<file path="src/rtl/sec_an_pkg.sv">
// Shared constants, FSM states and the syndrome-to-correction mapping for the
// AN-code single-error-correcting decoder.
package sec_an_pkg;

  localparam int A_DEF  = 1939;
  localparam int WW_DEF = 19;
  localparam int NW_DEF = 8;
  localparam int SW     = $clog2(WW_DEF + 1);

  typedef enum logic [2:0] {
    ST_IDLE,
    ST_DIV1,
    ST_CHECK,
    ST_DIV2,
    ST_DONE
  } state_e;

  typedef struct packed {
    logic          hit;
    logic          neg;
    logic [SW-1:0] shift;
  } delta_t;

  // Walks 2^i mod a instead of storing a table, so any odd code constant works.
  function automatic delta_t syn_to_delta(input int r, input int a, input int ww);
    delta_t res;
    int     p;
    res = '0;
    p   = 1 % a;
    for (int i = 0; i <= ww; i++) begin
      if (!res.hit && r != 0) begin
        if (r == p) begin
          res.hit   = 1'b1;
          res.neg   = 1'b0;
          res.shift = SW'(i);
        end else if (r == a - p) begin
          res.hit   = 1'b1;
          res.neg   = 1'b1;
          res.shift = SW'(i);
        end
      end
      p = (p * 2) % a;
    end
    return res;
  endfunction

endpackage

</file>
<file path="src/rtl/an_serial_div.sv">
// Restoring serial divider by the constant A: one quotient bit per clock, MSB
// first, D steps per division. load+start together take the first step on the
// incoming dividend, so busy is already low in the cycle the results are final.
module an_serial_div #(
  parameter int D = 20,
  parameter int A = 1939
) (
  input  logic                 clk,
  input  logic                 rst_n,
  input  logic                 load,
  input  logic [D-1:0]         dividend,
  input  logic                 start,
  output logic                 busy,
  output logic [D-1:0]         quotient,
  output logic [$clog2(A)-1:0] remainder
);

  localparam int AW = $clog2(A);
  localparam int CW = $clog2(D);
  localparam logic [AW:0] A_EXT = (AW+1)'(A);

  logic [D-1:0]  quo_q, quo_d, src_quo;
  logic [AW-1:0] rem_q, rem_d, src_rem, step_rem;
  logic [CW-1:0] cnt_q, cnt_d;
  logic          run_q, run_d, step_bit;
  logic [AW:0]   trial;

  always_comb begin
    quo_d   = quo_q;
    rem_d   = rem_q;
    cnt_d   = cnt_q;
    run_d   = run_q;
    src_quo = load ? dividend : quo_q;
    src_rem = load ? '0 : rem_q;
    trial   = {src_rem, src_quo[D-1]};
    if (trial >= A_EXT) begin
      step_rem = AW'(trial - A_EXT);
      step_bit = 1'b1;
    end else begin
      step_rem = trial[AW-1:0];
      step_bit = 1'b0;
    end
    if (load) begin
      quo_d = dividend;
      rem_d = '0;
    end
    // Dividend bits leave at the top of quo while quotient bits enter at the bottom.
    if (start || run_q) begin
      quo_d = {src_quo[D-2:0], step_bit};
      rem_d = step_rem;
    end
    if (start) begin
      cnt_d = CW'(D - 2);
      run_d = 1'b1;
    end else if (run_q) begin
      if (cnt_q == '0) begin
        run_d = 1'b0;
      end else begin
        cnt_d = cnt_q - 1'b1;
      end
    end
  end

  always_ff @(posedge clk) begin
    if (!rst_n) begin
      quo_q <= '0;
      rem_q <= '0;
      cnt_q <= '0;
      run_q <= 1'b0;
    end else begin
      quo_q <= quo_d;
      rem_q <= rem_d;
      cnt_q <= cnt_d;
      run_q <= run_d;
    end
  end

  assign busy      = run_q;
  assign quotient  = quo_q;
  assign remainder = rem_q;

endmodule

</file>
<file path="src/rtl/sec_an_decode_ctrl.sv">
// Sequencer for AN-code single-error correction: divide, look up the syndrome,
// optionally re-divide the corrected word, and hand N out with status flags.
module sec_an_decode_ctrl
  import sec_an_pkg::*;
#(
  parameter int A  = A_DEF,
  parameter int WW = WW_DEF,
  parameter int NW = NW_DEF
) (
  input  logic          clk,
  input  logic          rst_n,
  input  logic          in_valid,
  output logic          in_ready,
  input  logic [WW-1:0] in_w,
  output logic          out_valid,
  input  logic          out_ready,
  output logic [NW-1:0] out_n,
  output logic          out_corrected,
  output logic          out_uncorr,
  output logic          out_overflow,
  output logic [15:0]   corr_count
);

  localparam int D  = WW + 1;
  localparam int AW = $clog2(A);

  state_e        state_q, state_d;
  logic [D-1:0]  w_q, w_d;
  logic [NW-1:0] n_q, n_d;
  logic          corrected_q, corrected_d;
  logic          uncorr_q, uncorr_d;
  logic          overflow_q, overflow_d;
  logic [15:0]   corr_cnt_q, corr_cnt_d;

  logic          div_load, div_start, div_busy;
  logic [D-1:0]  div_dividend, div_quo;
  logic [AW-1:0] div_rem;
  delta_t        syn;
  logic [D:0]    delta_mag, w_minus_delta;

  an_serial_div #(.D(D), .A(A)) u_div (
    .clk       (clk),
    .rst_n     (rst_n),
    .load      (div_load),
    .dividend  (div_dividend),
    .start     (div_start),
    .busy      (div_busy),
    .quotient  (div_quo),
    .remainder (div_rem)
  );

  always_comb begin
    state_d       = state_q;
    w_d           = w_q;
    n_d           = n_q;
    corrected_d   = corrected_q;
    uncorr_d      = uncorr_q;
    overflow_d    = overflow_q;
    corr_cnt_d    = corr_cnt_q;
    div_load      = 1'b0;
    div_start     = 1'b0;
    div_dividend  = w_q;
    in_ready      = 1'b0;
    out_valid     = 1'b0;
    syn           = syn_to_delta(int'(div_rem), A, WW);
    delta_mag     = (D+1)'(1) << syn.shift;
    // One extra bit so a correction that would drive the word below zero is visible.
    w_minus_delta = syn.neg ? ({1'b0, w_q} + delta_mag) : ({1'b0, w_q} - delta_mag);

    unique case (state_q)
      ST_IDLE: begin
        in_ready = 1'b1;
        if (in_valid) begin
          w_d          = D'(in_w);
          div_dividend = D'(in_w);
          div_load     = 1'b1;
          div_start    = 1'b1;
          state_d      = ST_DIV1;
        end
      end
      ST_DIV1: begin
        if (!div_busy) state_d = ST_CHECK;
      end
      ST_CHECK: begin
        if (div_rem != '0 && syn.hit && !w_minus_delta[D]) begin
          div_dividend = w_minus_delta[D-1:0];
          div_load     = 1'b1;
          div_start    = 1'b1;
          state_d      = ST_DIV2;
        end else begin
          n_d         = div_quo[NW-1:0];
          overflow_d  = |div_quo[D-1:NW];
          corrected_d = 1'b0;
          uncorr_d    = (div_rem != '0);
          state_d     = ST_DONE;
        end
      end
      ST_DIV2: begin
        if (!div_busy) begin
          n_d         = div_quo[NW-1:0];
          overflow_d  = |div_quo[D-1:NW];
          corrected_d = 1'b1;
          uncorr_d    = 1'b0;
          if (corr_cnt_q != 16'hFFFF) corr_cnt_d = corr_cnt_q + 16'd1;
          state_d     = ST_DONE;
        end
      end
      ST_DONE: begin
        out_valid = 1'b1;
        if (out_ready) state_d = ST_IDLE;
      end
      default: state_d = ST_IDLE;
    endcase
  end

  always_ff @(posedge clk) begin
    if (!rst_n) begin
      state_q     <= ST_IDLE;
      w_q         <= '0;
      n_q         <= '0;
      corrected_q <= 1'b0;
      uncorr_q    <= 1'b0;
      overflow_q  <= 1'b0;
      corr_cnt_q  <= '0;
    end else begin
      state_q     <= state_d;
      w_q         <= w_d;
      n_q         <= n_d;
      corrected_q <= corrected_d;
      uncorr_q    <= uncorr_d;
      overflow_q  <= overflow_d;
      corr_cnt_q  <= corr_cnt_d;
    end
  end

  assign out_n         = n_q;
  assign out_corrected = corrected_q;
  assign out_uncorr    = uncorr_q;
  assign out_overflow  = overflow_q;
  assign corr_count    = corr_cnt_q;

endmodule

</file>
<file path="config.mk">
export PLATFORM = sky130hd
export DESIGN_NAME = sec_an_decode_ctrl
export DESIGN_NICKNAME = d
export VERILOG_FILES = /design/src/rtl/sec_an_pkg.sv /design/src/rtl/an_serial_div.sv /design/src/rtl/sec_an_decode_ctrl.sv
export SDC_FILE = /design/constraint.sdc
export NUM_CORES = 1
export LEC_CHECK = 0
export CAP_MARGIN = 15
export CORE_MARGIN = 2
export CORE_UTILIZATION = 30
export CTS_CLUSTER_SIZE = 10
export DETAILED_ROUTE_END_ITERATION = 8
export GPL_TIMING_DRIVEN = 0
export PLACE_DENSITY = 0.48
export SLEW_MARGIN = 5
export SYNTH_ARGS = -nofsm -noshare
export SYNTH_HDL_FRONTEND = slang
export SYNTH_SLANG_ARGS = --single-unit
</file>
<file path="constraint.sdc">
create_clock -name clk -period 7.6 [get_ports clk]
set_clock_uncertainty 0.1 [all_clocks]
set_input_delay 1.52 -clock clk [delete_from_list [all_inputs] [get_ports clk]]
set_output_delay 1.52 -clock clk [all_outputs]
set_load 0.03 [all_outputs]
</file>
== Yosys cells after proc, flatten, opt, wreduce, memory -nomap -nowiden ==
Cells that the tools add are included.
Widths: inputs -> output; s select.
Word-level totals
  input bits: 23
  word-level logic and storage cells: 227
  output and inout port bits: 29
  register bits after elaboration: 87
Operators by class
  mux-type cells: 99
  bitwise operators: 3
  reductions and logical operators: 55
  $add $sub $neg: 5
  equality and inequality tests: 51
  magnitude comparators: 1
  shifts and indexed selects: 1
Operator list (count)
  $mux 7: 60
  $eq 11x11->1 const B: 11
  $eq 11x10->1 const B: 9
  $mux 20: 4
  $eq 11x8->1 const B: 7
  $eq 11x9->1 const B: 7
  $pmux 20 s2: 1
  $mux 11: 3
  $reduce_bool 11->1: 2
  $add 20x21->21: 1
  $logic_and 1x1->1: 21
  $mux 21: 1
  $shl 1x5->21 const A: 1
  $sub 20x21->21: 1
  $logic_not 1->1: 20
  $add 16x1->16 const B: 1
  $mux 8: 2
  $ne 16x16->1 const B: 1
  $pmux 8 s2: 1
  $mux 3: 5
  $mux 5: 3
  $pmux 3 s5: 1
  $mux 1: 14
  $ge 12x11->1 const B: 1
  24 further kinds: 37

== Longest topological paths before layout ==
  word-level depth: 72
  depth in mapped cells: 28
  depth with buffers taken out: 25

== Cells and area by module ==
Synthesis repeated with hierarchy kept, for this count alone.
Second synthesis, totals
  cells, all modules: 815
  area total of the unflattened synthesis: 6632.6 um2
Modules (own cells, without submodules)
  sec_an_decode_ctrl: seq. area each 1001.0 um2, times used 1, cells an instance 624, area an instance 4664.5 um2
  an_serial_div: seq. area each 740.7 um2, times used 1, cells an instance 191, area an instance 1968.1 um2

== Worst setup path after synthesis ==
No wires, ideal clock.
  path type: reg2reg
  from: register u_div.rem_q[6] (netlist: u_div.remainder[6])
  to: register n_q[1] (netlist: out_n[1])
  setup time: 116 ps
  required time: 7384 ps
  buffers on the path: 2
  path slack: 1819 ps
  arrival time: 5565 ps
  stages on the path, launching flop included: 26
  period minus slack after synthesis: 5781 ps
  cell sequence: dfxtp_1 -> buf_4 -> and4bb_2 -> a32oi_2 -> nand3_2 -> or4bb_1 -> nor2_1 -> and4_1 -> nand2_1 -> ha_1 -> and2_1 -> a21oi_1 -> xnor2_1 -> ha_1 -> nand2_1 -> o21ai_0 -> or3_1 -> o21a_1 -> a41o_1 -> a31oi_1 -> mux2_4 -> or2_2 -> o2111ai_2 -> buf_6 -> mux2i_1 -> nor2b_1
Between the ends
  word-level cells in the longest chain between the ends: 68
  elaborated cells between the ends (all ways): 149
  classes of those cells: add/sub: 2; eq/ne: 41; shift: 1; mux: 61; reduce/logical: 44
RTL lines
  from (decl): line an_serial_div.sv:23  | logic [AW-1:0] rem_q, rem_d, src_rem, step_rem;
  from (signal assigned): line an_serial_div.sv:72  | rem_q <= rem_d;
  $eq 11x8->1: line sec_an_pkg.sv:36  | end else if (r == a - p) begin
  $mux 7: line sec_an_pkg.sv:36
  $mux 7: line sec_an_pkg.sv:32  | if (r == p) begin
  $mux 7: line sec_an_pkg.sv:31  | if (!res.hit && r != 0) begin
  $logic_not 1->1 / $mux 7 (equally long branches): line sec_an_pkg.sv:31, sec_an_pkg.sv:36
  $logic_and 1x1->1 / $mux 7 (equally long branches): line sec_an_pkg.sv:31, sec_an_pkg.sv:32
  $mux 7: line sec_an_pkg.sv:31
  $mux 7 / $logic_not 1->1 (equally long branches): line sec_an_pkg.sv:36, sec_an_pkg.sv:31
  (+52 left out)
  $mux 7: line sec_an_pkg.sv:31
  $shl 1x5->21: line sec_an_decode_ctrl.sv:66  | delta_mag = (D+1)'(1) << syn.shift;
  $sub 20x21->21 / $add 20x21->21 (equally long branches): line sec_an_decode_ctrl.sv:68  | w_minus_delta = syn.neg ? ({1'b0, w_q} + delta_mag) : ({1'b0, w_q} - delta_mag);
  $mux 21: line sec_an_decode_ctrl.sv:68
  $logic_not 1->1: line sec_an_decode_ctrl.sv:85  | if (div_rem != '0 && syn.hit && !w_minus_delta[D]) begin
  $logic_and 1x1->1 *: line sec_an_decode_ctrl.sv:85
  $ne 2x2->1 (no line) *
  $reduce_and 3->1 (no line) *
  to (signal assigned): line sec_an_decode_ctrl.sv:128  | n_q <= n_d;
  to (decl): line sec_an_decode_ctrl.sv:29  | logic [NW-1:0] n_q, n_d;
Every way passes the cells marked *; elsewhere a longest branch is shown, timed or not.
A chain may end at the register's enable or synchronous reset.

== Worst setup path in the final report ==
  from: register u_div.rem_q[8] (netlist: u_div.remainder[8])
  to: register u_div.quo_q[11] (netlist: u_div.quotient[11])
Between the ends
  word-level cells in the longest chain between the ends: 70
  elaborated cells between the ends (all ways): 154
  classes of those cells: add/sub: 2; eq/ne: 40; shift: 1; mux: 67; reduce/logical: 44
RTL lines
  $eq 11x8->1: line sec_an_pkg.sv:36
  $mux 7: line sec_an_pkg.sv:36
  $mux 7: line sec_an_pkg.sv:32
  $mux 7: line sec_an_pkg.sv:31
  $logic_not 1->1 / $mux 7 (equally long branches): line sec_an_pkg.sv:31, sec_an_pkg.sv:36
  $logic_and 1x1->1 / $mux 7 (equally long branches): line sec_an_pkg.sv:31, sec_an_pkg.sv:32
  $mux 7: line sec_an_pkg.sv:31
  $mux 7 / $logic_not 1->1 (equally long branches): line sec_an_pkg.sv:36, sec_an_pkg.sv:31
  (+54 left out)
  $sub 20x21->21 / $add 20x21->21 (equally long branches): line sec_an_decode_ctrl.sv:68
  $mux 21: line sec_an_decode_ctrl.sv:68
  $logic_not 1->1: line sec_an_decode_ctrl.sv:85
  $logic_and 1x1->1: line sec_an_decode_ctrl.sv:85
  $mux 20 / $mux 1 (equally long branches): line sec_an_decode_ctrl.sv:85
  $pmux 20 s2 / $pmux 1 s2 (equally long branches): line sec_an_decode_ctrl.sv:70  | unique case (state_q)
  $mux 20 / $logic_or 1x1->1 (equally long branches): line an_serial_div.sv:43, an_serial_div.sv:48
  $mux 20 *: line an_serial_div.sv:48  | if (start || run_q) begin
  to (signal assigned): line an_serial_div.sv:71  | quo_q <= quo_d;
  to (decl): line an_serial_div.sv:22  | logic [D-1:0] quo_q, quo_d, src_quo;
Marked as above.

==> metrics.yaml <==
cts_buffers: 9
dr_wl_met3_um: 832
via_count: 5763
gp_congestion: 0.9200
ant_nets: 0
yosys_warnings: 0
holdWs_ns: 0.3726
avgSynthCellArea_sq_um: 7.916
yosys_most_used_dff: "dfxtp_1"
cts_tree: "built"
fillers: 2201
dp.cells: 1088
drtPass1Iterations: 5
vias_per_cell: 5.220
detailed_place_hpwl_um: 14830
fmax_mhz: 140.0
crit_start: "u_div.remainder[8]"
gr-total-overflow: 0
met2RoutedLength_um: 8361
coreArea_sq_um: 20040
hp-start: "w_q[10]"
ios: 52
pre_cts_ws_ns: 0.2786
leakagePower_nw: 2.768
max-slew-margin-rel: 0.3426
wl_per_cell_um: 17.37
final_nets: 880
min_period_ns: 7.141
synth_edf_count: 0
clkSinkCount: 87
top_layer: "met4"
die_x_um: 146.4
syn_to_final_growth_pct: 19.02
cellPowerDensity_nw_per_um2: 276.6
grt_pass1_vias: 5479
r2r-start: "u_div.remainder[8]"
antenna_cells: 0
first_iter_violations: 510
synth_top_area_cell: "dfxtp_1"
grt_max_degree: 19
instances_no_fill: 1104
syn-instance-count: 768
drc: 0
rsz0062_at_grt: "false"
place_area_sq_um: 6918
synth_top_area_share: 0.2865
io_buffers: 50
start_util: 0.3034
syn_nets: 819
tightest_slew_ns: 0.9815
min_path_type: "register to register"
cp.arrival_ns: 7.29
rows: 52
grt_pass1_wl_um: 30620
drive_gt1_frac: 0.06954
cts_buffer_depth: 2
max_cap_violations: 0
final_max_slew_viol_count: 0
cp_max_fo: 10
ys_seq_area_frac: 0.2865
root_buffer: "clkbuf_16"
clk_latency_ns: 0.36
setup_viol: 0
finish.instance_area_sq_um: 7236
fin_total_pwr_mw: 2.002
cts_max_level: 3
antenna_found_initial: 0
grt_usage: 0.1819
async_flop_share: 0
hold_violations: 0
utilization: 0.3611
setup_tns_ns: 0
dieArea_sq_um: 21420
fp.dieH_um: 146.4
finalCritPeriodShare: 0.9396
cp-end-kind: "register"
ir_drop_uv: 107.9
totalWireLength_um: 19170
ys_types: 75
clk_pin_slew_worst_paths_ns: 0.07
synth.area.top_cells: "dfxtp_1 (29%), nand2_1 (5.7%), ha_1 (5.6%)"
status: "finished, final reports clean"
synth_area_sq_um: 6080
start_kind: "register"
synth.ff_latch_count: 87
required_ns: 7.75
layout_setup_ws_ns: 0.4590
path_class: "register to register"
drt-met1-wl_um: 9572
[repair_timing]
item,CTS,global route
resized for setup,0,4
hold buffers,0,0
endpoints found under the setup margin,0,14
setup buffers,0,0
[kinds of logic after synthesis]
logic type	Yosys count	synth area share
and+or+nand+nor	325	0.2859
buffers and inverters	64	0.04754
AOI/OAI and AO/OA	193	0.2126
adders and majority gates	28	0.05886
xor gates and xnor gates	45	0.06483
muxes	26	0.04384
DFF	87	0.2865
[synthesized netlist by cell type (21+ instances only)]
cell type   n
dfxtp_1    87
mux2i_1    24
a21oi_1    36
xnor2_1    35
o21ai_0    35
and2_1     22
nand2_1    93
a21boi_0   37
nor2_1     54
clkbuf_1   23
nor3_1     21
ha_1       27
[cells in the final DEF (no fill, tap or decap), types with 20 or more instances in the layout]
cell | synthesis | layout
mux2i_1 | 24 | 24
nor2_1 | 54 | 54
nand2_1 | 93 | 93
o21ai_0 | 35 | 35
ha_1 | 27 | 27
nand3_1 | 20 | 20
a21boi_0 | 37 | 37
a21oi_1 | 36 | 36
dfxtp_1 | 87 | 87
clkdlybuf4s50_1 | 0 | 50
and2_1 | 22 | 22
nor3_1 | 21 | 21
xnor2_1 | 35 | 35
clkbuf_1 | 23 | 22
[flip-flops by register name, indices dropped and copies added (netlist names)]
| signal | count |
|---|---|
| w_q | 20 |
| u_div.quotient | 20 |
| u_div.remainder | 11 |
| u_div.cnt_q | 5 |
| state_q | 3 |
| out_n | 8 |
| u_div.busy | 1 |
| corr_count | 16 |
| out_uncorr | 1 |
| out_overflow | 1 |
| out_corrected | 1 |
[metal layers]
layer	vias up	track usage
met5	-	0
met4	0	0.05922
met3	20	0.02531
met2	146	0.2858
met1	2722	0.2572
li1	2875	-
[power by group]
| part | switching (mW) | leakage, nW | internal, mW | total, mW |
|---|---|---|---|---|
| Sequential | 0.0383 | 0.710 | 0.497 | 0.536 |
| Combinational | 0.600 | 1.91 | 0.413 | 1.01 |
| Clock | 0.220 | 0.148 | 0.233 | 0.453 |
[area by class of cell]
type	count	area, sq um	area share
multi-input combinational	617	4061	0.5613
timing repair buffer	50	500.5	0.06917
clock inverter	7	78.83	0.01089
tap	270	337.8	0.04669
inverter	17	63.81	0.008819
buffer	47	226.5	0.03130
sequential	87	1742	0.2407
clock buffer	9	225.2	0.03113
[worst paths after layout]
path | to | slack (ns) | depth (start not counted)
max | u_div.quotient[11] | 0.46 | 25
min | w_q[10] | 0.37 | 2
max reg2reg | u_div.quotient[11] | 0.46 | 25
min reg2reg | w_q[10] | 0.37 | 2
[critical path, stage by stage (launching register included)]
cell	delay (ns)
dfxtp_1	0.30
buf_2	0.18
clkbuf_1	0.33
nor2_1	0.12
a31oi_1	0.35
nand3_2	0.15
or4bb_1	0.56
nor2_1	0.34
and4_1	0.37
nand2_1	0.12
ha_1	0.24
and2_1	0.20
a21oi_1	0.18
xnor2_1	0.19
ha_1	0.33
nand2_1	0.11
o21ai_0	0.12
or3_1	0.32
o21a_1	0.22
a41o_1	0.32
a31oi_1	0.23
mux2_4	0.36
o31ai_2	0.57
buf_2	0.42
o221ai_1	0.15
o311a_1	0.14
Power figures use the tool's default switching activity.
